**src/rtl/aes_pkg.sv**
```systemverilog
// Shared AES helpers: byte lanes, GF(2^8) xtime, ShiftRows and MixColumns.
// Used by both the encrypt round tail and the decrypt-side inverse stages.
package aes_pkg;

  localparam int STATE_W = 128;

  typedef logic [7:0]         byte_t;
  typedef logic [STATE_W-1:0] state_t;

  // Buffer occupancy encoded as {out_valid, skid_valid}.
  typedef enum logic [1:0] {
    OCC_EMPTY = 2'b00,
    OCC_ONE   = 2'b10,
    OCC_FULL  = 2'b11
  } occ_e;

  // Byte k sits at bits [127-8k -: 8]; k = 4*col + row.
  function automatic byte_t get_byte(input state_t s, input int unsigned k);
    return s[STATE_W-1-8*k -: 8];
  endfunction

  function automatic byte_t xtime(input byte_t b);
    return {b[6:0], 1'b0} ^ (b[7] ? 8'h1b : 8'h00);
  endfunction

  function automatic state_t shift_rows(input state_t s);
    state_t res;
    res = '0;
    for (int c = 0; c < 4; c++) begin
      for (int r = 0; r < 4; r++) begin
        res[STATE_W-1-8*(4*c+r) -: 8] = get_byte(s, 4*((c+r)%4) + r);
      end
    end
    return res;
  endfunction

  function automatic logic [31:0] mix_word(input logic [31:0] col);
    byte_t b0, b1, b2, b3;
    {b0, b1, b2, b3} = col;
    return {xtime(b0) ^ xtime(b1) ^ b1 ^ b2 ^ b3,
            b0 ^ xtime(b1) ^ xtime(b2) ^ b2 ^ b3,
            b0 ^ b1 ^ xtime(b2) ^ xtime(b3) ^ b3,
            xtime(b0) ^ b0 ^ b1 ^ b2 ^ xtime(b3)};
  endfunction

  function automatic state_t mix_columns(input state_t s);
    state_t res;
    for (int c = 0; c < 4; c++) begin
      res[STATE_W-1-32*c -: 32] = mix_word(s[STATE_W-1-32*c -: 32]);
    end
    return res;
  endfunction

endpackage

```
**src/rtl/aes_mix_column.sv**
```systemverilog
// One AES MixColumns column: fixed 2 3 1 1 circulant over GF(2^8), XOR only.
module aes_mix_column
  import aes_pkg::*;
(
  input  logic [31:0] col,
  output logic [31:0] mixed
);

  byte_t b0, b1, b2, b3;
  byte_t x0, x1, x2, x3;

  assign {b0, b1, b2, b3} = col;

  assign x0 = xtime(b0);
  assign x1 = xtime(b1);
  assign x2 = xtime(b2);
  assign x3 = xtime(b3);

  // 3*b is xtime(b) ^ b, so each output row is four XOR terms plus doublings.
  assign mixed[31:24] = x0 ^ x1 ^ b1 ^ b2 ^ b3;
  assign mixed[23:16] = b0 ^ x1 ^ x2 ^ b2 ^ b3;
  assign mixed[15:8]  = b0 ^ b1 ^ x2 ^ x3 ^ b3;
  assign mixed[7:0]   = x0 ^ b0 ^ b1 ^ b2 ^ x3;

endmodule

```
**src/rtl/aes_round_tail.sv**
```systemverilog
// AES-128 encryption round back-end: ShiftRows, MixColumns (bypassed on the
// final round) and AddRoundKey, registered behind a 2-entry skid buffer.
module aes_round_tail
  import aes_pkg::*;
#(
  parameter int TAG_W = 4
) (
  input  logic               clk,
  input  logic               rst_n,
  input  logic               in_valid,
  output logic               in_ready,
  input  logic [STATE_W-1:0] state_in,
  input  logic [STATE_W-1:0] round_key,
  input  logic               final_round,
  input  logic [TAG_W-1:0]   tag_in,
  output logic               out_valid,
  input  logic               out_ready,
  output logic [STATE_W-1:0] state_out,
  output logic [TAG_W-1:0]   tag_out,
  output logic               out_final
);

  state_t sr, mc, result;

  assign sr = shift_rows(state_in);

  for (genvar g = 0; g < 4; g++) begin : g_mix
    aes_mix_column u_mix (
      .col   (sr[STATE_W-1-32*g -: 32]),
      .mixed (mc[STATE_W-1-32*g -: 32])
    );
  end

  assign result = (final_round ? sr : mc) ^ round_key;

  occ_e             occ_q, occ_d;
  logic             in_ready_q;
  logic             in_fire, out_fire;
  logic             load_main_new, load_main_skid, load_skid;
  state_t           skid_state;
  logic [TAG_W-1:0] skid_tag;
  logic             skid_final;

  assign out_valid = occ_q[1];
  assign in_ready  = in_ready_q;
  assign in_fire   = in_valid & in_ready_q;
  assign out_fire  = out_valid & out_ready;

  always_comb begin
    // NOTE: every output of this block gets a default first, so no path leaves a latch.
    occ_d          = occ_q;
    load_main_new  = 1'b0;
    load_main_skid = 1'b0;
    load_skid      = 1'b0;
    unique case (occ_q)
      OCC_EMPTY: begin
        if (in_fire) begin
          occ_d         = OCC_ONE;
          load_main_new = 1'b1;
        end
      end
      OCC_ONE: begin
        if (in_fire && out_fire) begin
          load_main_new = 1'b1;
        end else if (in_fire) begin
          occ_d     = OCC_FULL;
          load_skid = 1'b1;
        end else if (out_fire) begin
          occ_d = OCC_EMPTY;
        end
      end
      OCC_FULL: begin
        if (out_fire) begin
          occ_d          = OCC_ONE;
          load_main_skid = 1'b1;
        end
      end
      default: occ_d = OCC_EMPTY;
    endcase
  end

  // in_ready is held low through reset and rises on the first edge after release.
  always_ff @(posedge clk or negedge rst_n) begin
    if (!rst_n) begin
      occ_q      <= OCC_EMPTY;
      in_ready_q <= 1'b0;
      state_out  <= '0;
      tag_out    <= '0;
      out_final  <= 1'b0;
    end else begin
      // NOTE: sequential state uses non-blocking assignments so every register samples pre-edge values.
      occ_q      <= occ_d;
      in_ready_q <= (occ_d != OCC_FULL);
      if (load_main_new) begin
        state_out <= result;
        tag_out   <= tag_in;
        out_final <= final_round;
      end else if (load_main_skid) begin
        state_out <= skid_state;
        tag_out   <= skid_tag;
        out_final <= skid_final;
      end
    end
  end

  // NOTE: skid payload needs no reset; it is only ever read while occupancy marks it valid.
  always_ff @(posedge clk) begin
    if (load_skid) begin
      skid_state <= result;
      skid_tag   <= tag_in;
      skid_final <= final_round;
    end
  end

endmodule

```
**config.mk**
```make
export PLATFORM = sky130hd
export DESIGN_NAME = aes_round_tail
export DESIGN_NICKNAME = d
export VERILOG_FILES = /design/src/rtl/aes_pkg.sv /design/src/rtl/aes_mix_column.sv /design/src/rtl/aes_round_tail.sv
export SDC_FILE = /design/constraint.sdc
export NUM_CORES = 1
export LEC_CHECK = 0
export BUFFER_PORTS_ARGS = -buffer_cell sky130_fd_sc_hd__buf_2
export CORE_ASPECT_RATIO = 1.2
export CORE_MARGIN = 3
export CORE_UTILIZATION = 57
export CTS_BUF_LIST = sky130_fd_sc_hd__clkbuf_8
export DETAILED_ROUTE_END_ITERATION = 16
export PLACE_DENSITY = 0.9
export SLEW_MARGIN = 20
export SYNTH_ARGS = -nofsm -noshare
export SYNTH_HDL_FRONTEND = slang
export SYNTH_HIERARCHICAL = 1
export SYNTH_SLANG_ARGS = --single-unit
```
**constraint.sdc**
```tcl
create_clock -name clk -period 8.8 [get_ports clk]
set_clock_uncertainty 0.1 [all_clocks]
set_input_delay 0.88 -clock clk [delete_from_list [all_inputs] [get_ports clk]]
set_output_delay 0.88 -clock clk [all_outputs]
set_load 0.01 [all_outputs]
```
==> metrics.yaml, run 1 <==
status:
  status: "complete, no violations"
yosys:
  syn_nets: 1511
  synth.ff_latch_count: 269
  synthFlopType: "dfrtp_1"
  synth.largest_area_cell: "edfxtp_1"
  synthArstFlopShare_pct: 50.56
  synth_top_area_share_pct: 21.67
  syn_area_per_cell_um2: 14.79
  synth_warnings: 6
  yosysMostFrequentCell: "xnor2_1"
  synthDistinctLibCells: 32
  synth_common_cells: "196 x xnor2_1, 136 x dfrtp_1, 133 x edfxtp_1"
  syn_inst: 1246
  yosys-top-cells-area: "edfxtp_1 22%, dfrtp_1 18%, xnor3_1 16%, xnor2_1 9.3%, o221a_1 7.8%"
  yosysSeqAreaShare_pct: 40.14
  syn_area_mm2: 0.01843
  synth_edf_count: 133
clocking:
  cts_post_setup_buffers_inserted: 0
  cts.clk_slew.worst_paths_ns: 0.07
  cts_made_buffers: 43
  insertion_delay_ns: 0.56
  hold_buffers: 0
  cts_resized: 0
  htreeDepth: 2
  ctsRootBufferMaster: "clkbuf_8"
  cts.path.max_buffers: 3
  clock_sinks: 269
  tritoncts: "done"
global_routing:
  first_global_vias: 12979
  grt_max_degree: 102
  track_usage_pct: 28.31
  antenna_found_initial: 9
  grt_remaining_overflow: 0
  grt_pass1_wl_um: 76090
worst_setup_path:
  critPathMaxFanout: 74
  cp_slowest_cell: "dfrtp_4"
  path_delay_family: "buffers and inverters"
  end_kind: "register"
  path_class: "register to register"
  crit_path_frequent_cell: "buf_4"
  cp.required_ns: 9.18
  cp_cell_sequence: "buf_4 > nand2b_1 > nand2_4 > buf_4 > o221a_1"
  crit_buf_inv: 2
  crit_arrival_ns: 4.70
  worstSetupStartpointType: "register"
  cpPeakStageDelay_ns: 0.93
timing:
  fin_ws_ns: 4.485
  rsz0062_at_grt: "false"
  setup_viol: 0
  whs_ns: 0.2426
  relSlewSlack_pct: 23.96
  fmax_mhz: 231.8
  slew_viol_final: 0
  fin_crit_sh_pct: 49.03
  tightest_slew_ns: 1.141
  period_minus_slack_ns: 4.315
  setup_tns_ns: 0
  hold_violations: 0
power:
  clock_power_share_pct: 23.9
  switching_share_pct: 33.77
  p_int_mw: 3.082
  p_comb_share_pct: 36.5
  vdd.ir_drop.worst_uv: 163.9
  p_leak_nw: 9.409
  p_total_mw: 4.654
  p_sw_mw: 1.571
  p_per_area_mw_per_mm2: 219.1
  seqPwrFrac_pct: 39.7
floorplan:
  die_h_um: 203.0
  row_count: 71
  die_w_um: 170.1
  initial_core_util_pct: 58.26
  die_area_mm2: 0.03453
  io-pin-count: 400
  core_area_mm2: 0.03163
layout:
  drive_gt1_share_pct: 31.30
  nets: 1842
  utilization_pct: 67.18
  synthToLayoutAreaGrowth_pct: 15.30
detailed_routing:
  drt_drc_violations_left: 0
  wl_per_cell_um: 25.17
  vias: 12735
  first_pass_iters: 5
  routed_wl_um: 50790
  vias_per_cell: 6.311
  ant_nets: 0
  dr.first_iter.drc_count: 1382
run:
  maxCapViolations: 0
place:
  routabilityCongestion: 0.9028
  place_ws_ns: 4.550
  place_hpwl_um: 34850
  portBuffers: 399
worst_hold_path:
  hold_class: "input port to asynchronous set/reset pin"
area by class of cell:
class	instances	area, µm²
fill	2201	10380
multi-input combinational	847	10300
sequential	269	7405
timing repair buffer	409	2107
clock buffer	55	757.0
tap	401	501.7
clock inverter	23	127.6
inverter	7	26.28
antenna	7	17.52
layer usage:
layer	global-route usage [%]	routed length, µm
met2	44.68	24430
met5	0	34
met3	5.258	4281
met4	12.72	2248
met1	38.47	19790
cell families after synthesis:
| kind of cell | count (synthesis) | synth area share (%) |
|---|---|---|
| xor+xnor | 436 | 33.95 |
| flops | 269 | 40.14 |
| compound gates | 145 | 8.474 |
| simple gates | 138 | 6.430 |
| buf+inv | 130 | 4.047 |
| mux | 128 | 6.953 |
per-stage QoR:
stage          area (µm²)  cells
2_1_floorplan       18430   1246
3_3_place_gp        20320   1932
3_5_place_dp        20320   1932
4_1_cts             21200   2010
5_1_grt             21250   2018
6_report            21250   2018
power groups by stage:
| stage | sequential, mW | combinational, mW | clock, mW |
|---|---|---|---|
| after floorplan | 1.90 | 1.04 | 0 |
| after global placement | 1.85 | 1.63 | 0 |
| after detailed placement | 1.86 | 1.69 | 0 |
| after CTS | 1.84 | 1.69 | 1.13 |
| after global routing | 1.87 | 1.80 | 1.18 |
| final | 1.85 | 1.70 | 1.11 |
cell usage in the layout (no fill, tap or decap), types with 20 or more instances in the layout:
cell / instances
xor2_1: 64
edfxtp_1: 133
o221a_1: 128
xor3_1: 20
xnor3_1: 132
nand4b_1: 128
mux2i_1: 128
buf_2: 396
xnor2_1: 196
inv_1: 20
clkbuf_8: 55
dfrtp_1: 134
state kept, by name (all words and copies together), names as in the netlist:
register    count
in_ready        1
occ_q           2
tag_out         4
skid_tag        4
state_out     128
skid_final      1
out_final       1
skid_state    128
path summary, 6_finish.rpt:
check	slack (ns)	cells past startpoint	from	endpoint
setup / recovery	4.49	5	occ_q[1]$_DFF_PN0_	state_out[5]$_DFFE_PN0P_
hold / removal	0.24	1	rst_n	state_out[77]$_DFFE_PN0P_
setup reg to reg	4.49	5	occ_q[1]$_DFF_PN0_	state_out[5]$_DFFE_PN0P_
hold reg to reg	0.41	2	skid_tag[3]$_DFFE_PP_	tag_out[3]$_DFFE_PN0P_
max in group asynchronous	7.00	2	rst_n	state_out[20]$_DFFE_PN0P_
min in group clk	0.41	2	skid_tag[3]$_DFFE_PP_	tag_out[3]$_DFFE_PN0P_
Power figures use the tool's default switching activity.
==> run 2: changes to the inputs <==
Clock period 8.8 ns to 4.4 ns, I/O delays scaled along.
==> run 2 against run 1 <==
Register-to-register slack got worse by 3.2 ns; non-clock buffer count grew 8; combinational power grew 99%; flip-flop and latch count stayed put; routed wire length shrank 1.2%; largest cell class unchanged.
==> metrics.yaml, run 2 (synthesis results as in run 1) <==
clocking:
  tritoncts: "done"
  hold_buffers: 5
  clock_sinks: 269
  htreeDepth: 2
  ctsRootBufferMaster: "clkbuf_8"
  insertion_delay_ns: 0.56
  cts.path.max_buffers: 3
  cts.clk_slew.worst_paths_ns: 0.06
  cts_post_setup_buffers_inserted: 0
  cts_made_buffers: 44
  cts_resized: 0
timing:
  fmax_mhz: 324.9
  period_minus_slack_ns: 3.077
  fin_crit_sh_pct: 69.94
  setup_tns_ns: 0
  hold_violations: 0
  fin_ws_ns: 1.323
  whs_ns: 0.1003
  rsz0062_at_grt: "false"
  tightest_slew_ns: 1.044
  setup_viol: 0
  slew_viol_final: 0
  relSlewSlack_pct: 30.38
layout:
  final_common_cell: "buf_2"
  top_regs: "skid_state (128), state_out (128)"
  synthToLayoutAreaGrowth_pct: 15.73
  fill_cells: 2206
  nets: 1851
  multi_input_area_mm2: 0.01030
  fin_cells: 2029
  regArea_mm2: 0.007405
  most-common-layout-cells: "396 x buf_2, 196 x xnor2_1, 134 x dfrtp_1"
  drive_gt1_share_pct: 31.32
  final_area_mm2: 0.02132
floorplan:
  initial_core_util_pct: 58.26
  io-pin-count: 400
  die_w_um: 170.1
  die_area_mm2: 0.03453
  die_h_um: 203.0
  row_count: 71
  core_area_mm2: 0.03163
worst_setup_path:
  crit_start: "occ_q[1]$_DFF_PN0_"
  cp_cell_sequence: "nand2b_1 > and3_4 > buf_12 > o221a_1"
  path_delay_family: "simple AND/OR/NAND/NOR gates"
  cp_slowest_cell: "and3_4"
  end_kind: "register"
  cpPeakStageDelay_ns: 0.91
  crit_buf_inv: 1
  crit_arrival_ns: 3.46
  cp.required_ns: 4.79
  critPathMaxFanout: 73
  r2r-start: "occ_q[1]$_DFF_PN0_"
  worstSetupStartpointType: "register"
  path_class: "register to register"
detailed_routing:
  wl_per_cell_um: 24.72
  ant_nets: 0
  first_pass_iters: 8
  routed_wl_um: 50160
  drt_drc_violations_left: 0
  vias_per_cell: 6.265
  vias: 12711
  dr.first_iter.drc_count: 1092
run:
  maxCapViolations: 0
place:
  place_area_mm2: 0.02040
  place_ws_ns: 1.362
  place_hpwl_um: 35160
  routabilityCongestion: 0.8829
  dp_cells: 1936
  portBuffers: 399
global_routing:
  grt_remaining_overflow: 0
  grt_max_degree: 87
  grt_pass1_wl_um: 75810
  first_global_vias: 12871
  antenna_found_initial: 7
  track_usage_pct: 28.05
power:
  p_comb_share_pct: 36.7
  p_sw_mw: 3.126
  switching_share_pct: 33.92
  p_per_area_mw_per_mm2: 432.2
  clock_power_share_pct: 23.3
  seqPwrFrac_pct: 40.0
  p_leak_nw: 9.450
  p_int_mw: 6.089
  vdd.ir_drop.worst_uv: 355.8
status:
  status: "complete, no violations"
worst_hold_path:
  hold_class: "input port to register"
  holdCritStartpoint: "round_key[108]"
## run 2: cell type report
cell class	count	share of cell area, %
sequential	269	34.72
multi-input combinational	847	48.32
inverter	7	0.1232
clock buffer	53	3.421
antenna	6	0.07041
timing repair buffer	417	10.36
tap	401	2.353
clock inverter	29	0.6278
## run 2: path summary, 6_finish.rpt
kind                            cells after the start                         to  slack [ns]
worst min register to register                      2     tag_out[0]$_DFFE_PN0P_        0.44
worst max-delay path                                4  state_out[13]$_DFFE_PN0P_        1.32
worst max register to register                      4  state_out[13]$_DFFE_PN0P_        1.32
worst min-delay path                                2  skid_state[108]$_DFFE_PP_        0.10
max in group asynchronous                           3   state_out[3]$_DFFE_PN0P_        2.80
min in group asynchronous                           2  state_out[84]$_DFFE_PN0P_        0.41
## run 2: worst reg2reg max path, stage by stage (launching register included)
cell and delay [ns]:
dfrtp_4 0.75, nand2b_1 0.56, and3_4 0.92, buf_12 0.39, o221a_1 0.28
## run 2: power groups by stage
stage | logic [mW] | registers, mW | clock network (mW)
detailed placement | 3.38 | 3.70 | 0
global placement | 3.25 | 3.70 | 0
CTS | 3.39 | 3.68 | 2.18
floorplan | 2.08 | 3.78 | 0
global route | 3.61 | 3.74 | 2.30
finish | 3.38 | 3.69 | 2.15
## run 2: through the flow
stage,total power [mW],utilization (%)
after floorplan,5.861,-
after global placement,6.953,64.49
after detailed placement,7.077,64.49
after CTS,9.244,67.38
after global routing,9.647,67.43
final,9.216,67.43
## run 2: routing by layer
metal | track usage [%] | routed length, µm
met1 | 37.40 | 19420
met2 | 44.97 | 24270
met3 | 5.686 | 4379
met4 | 12.00 | 2075
met5 | 0 | 13
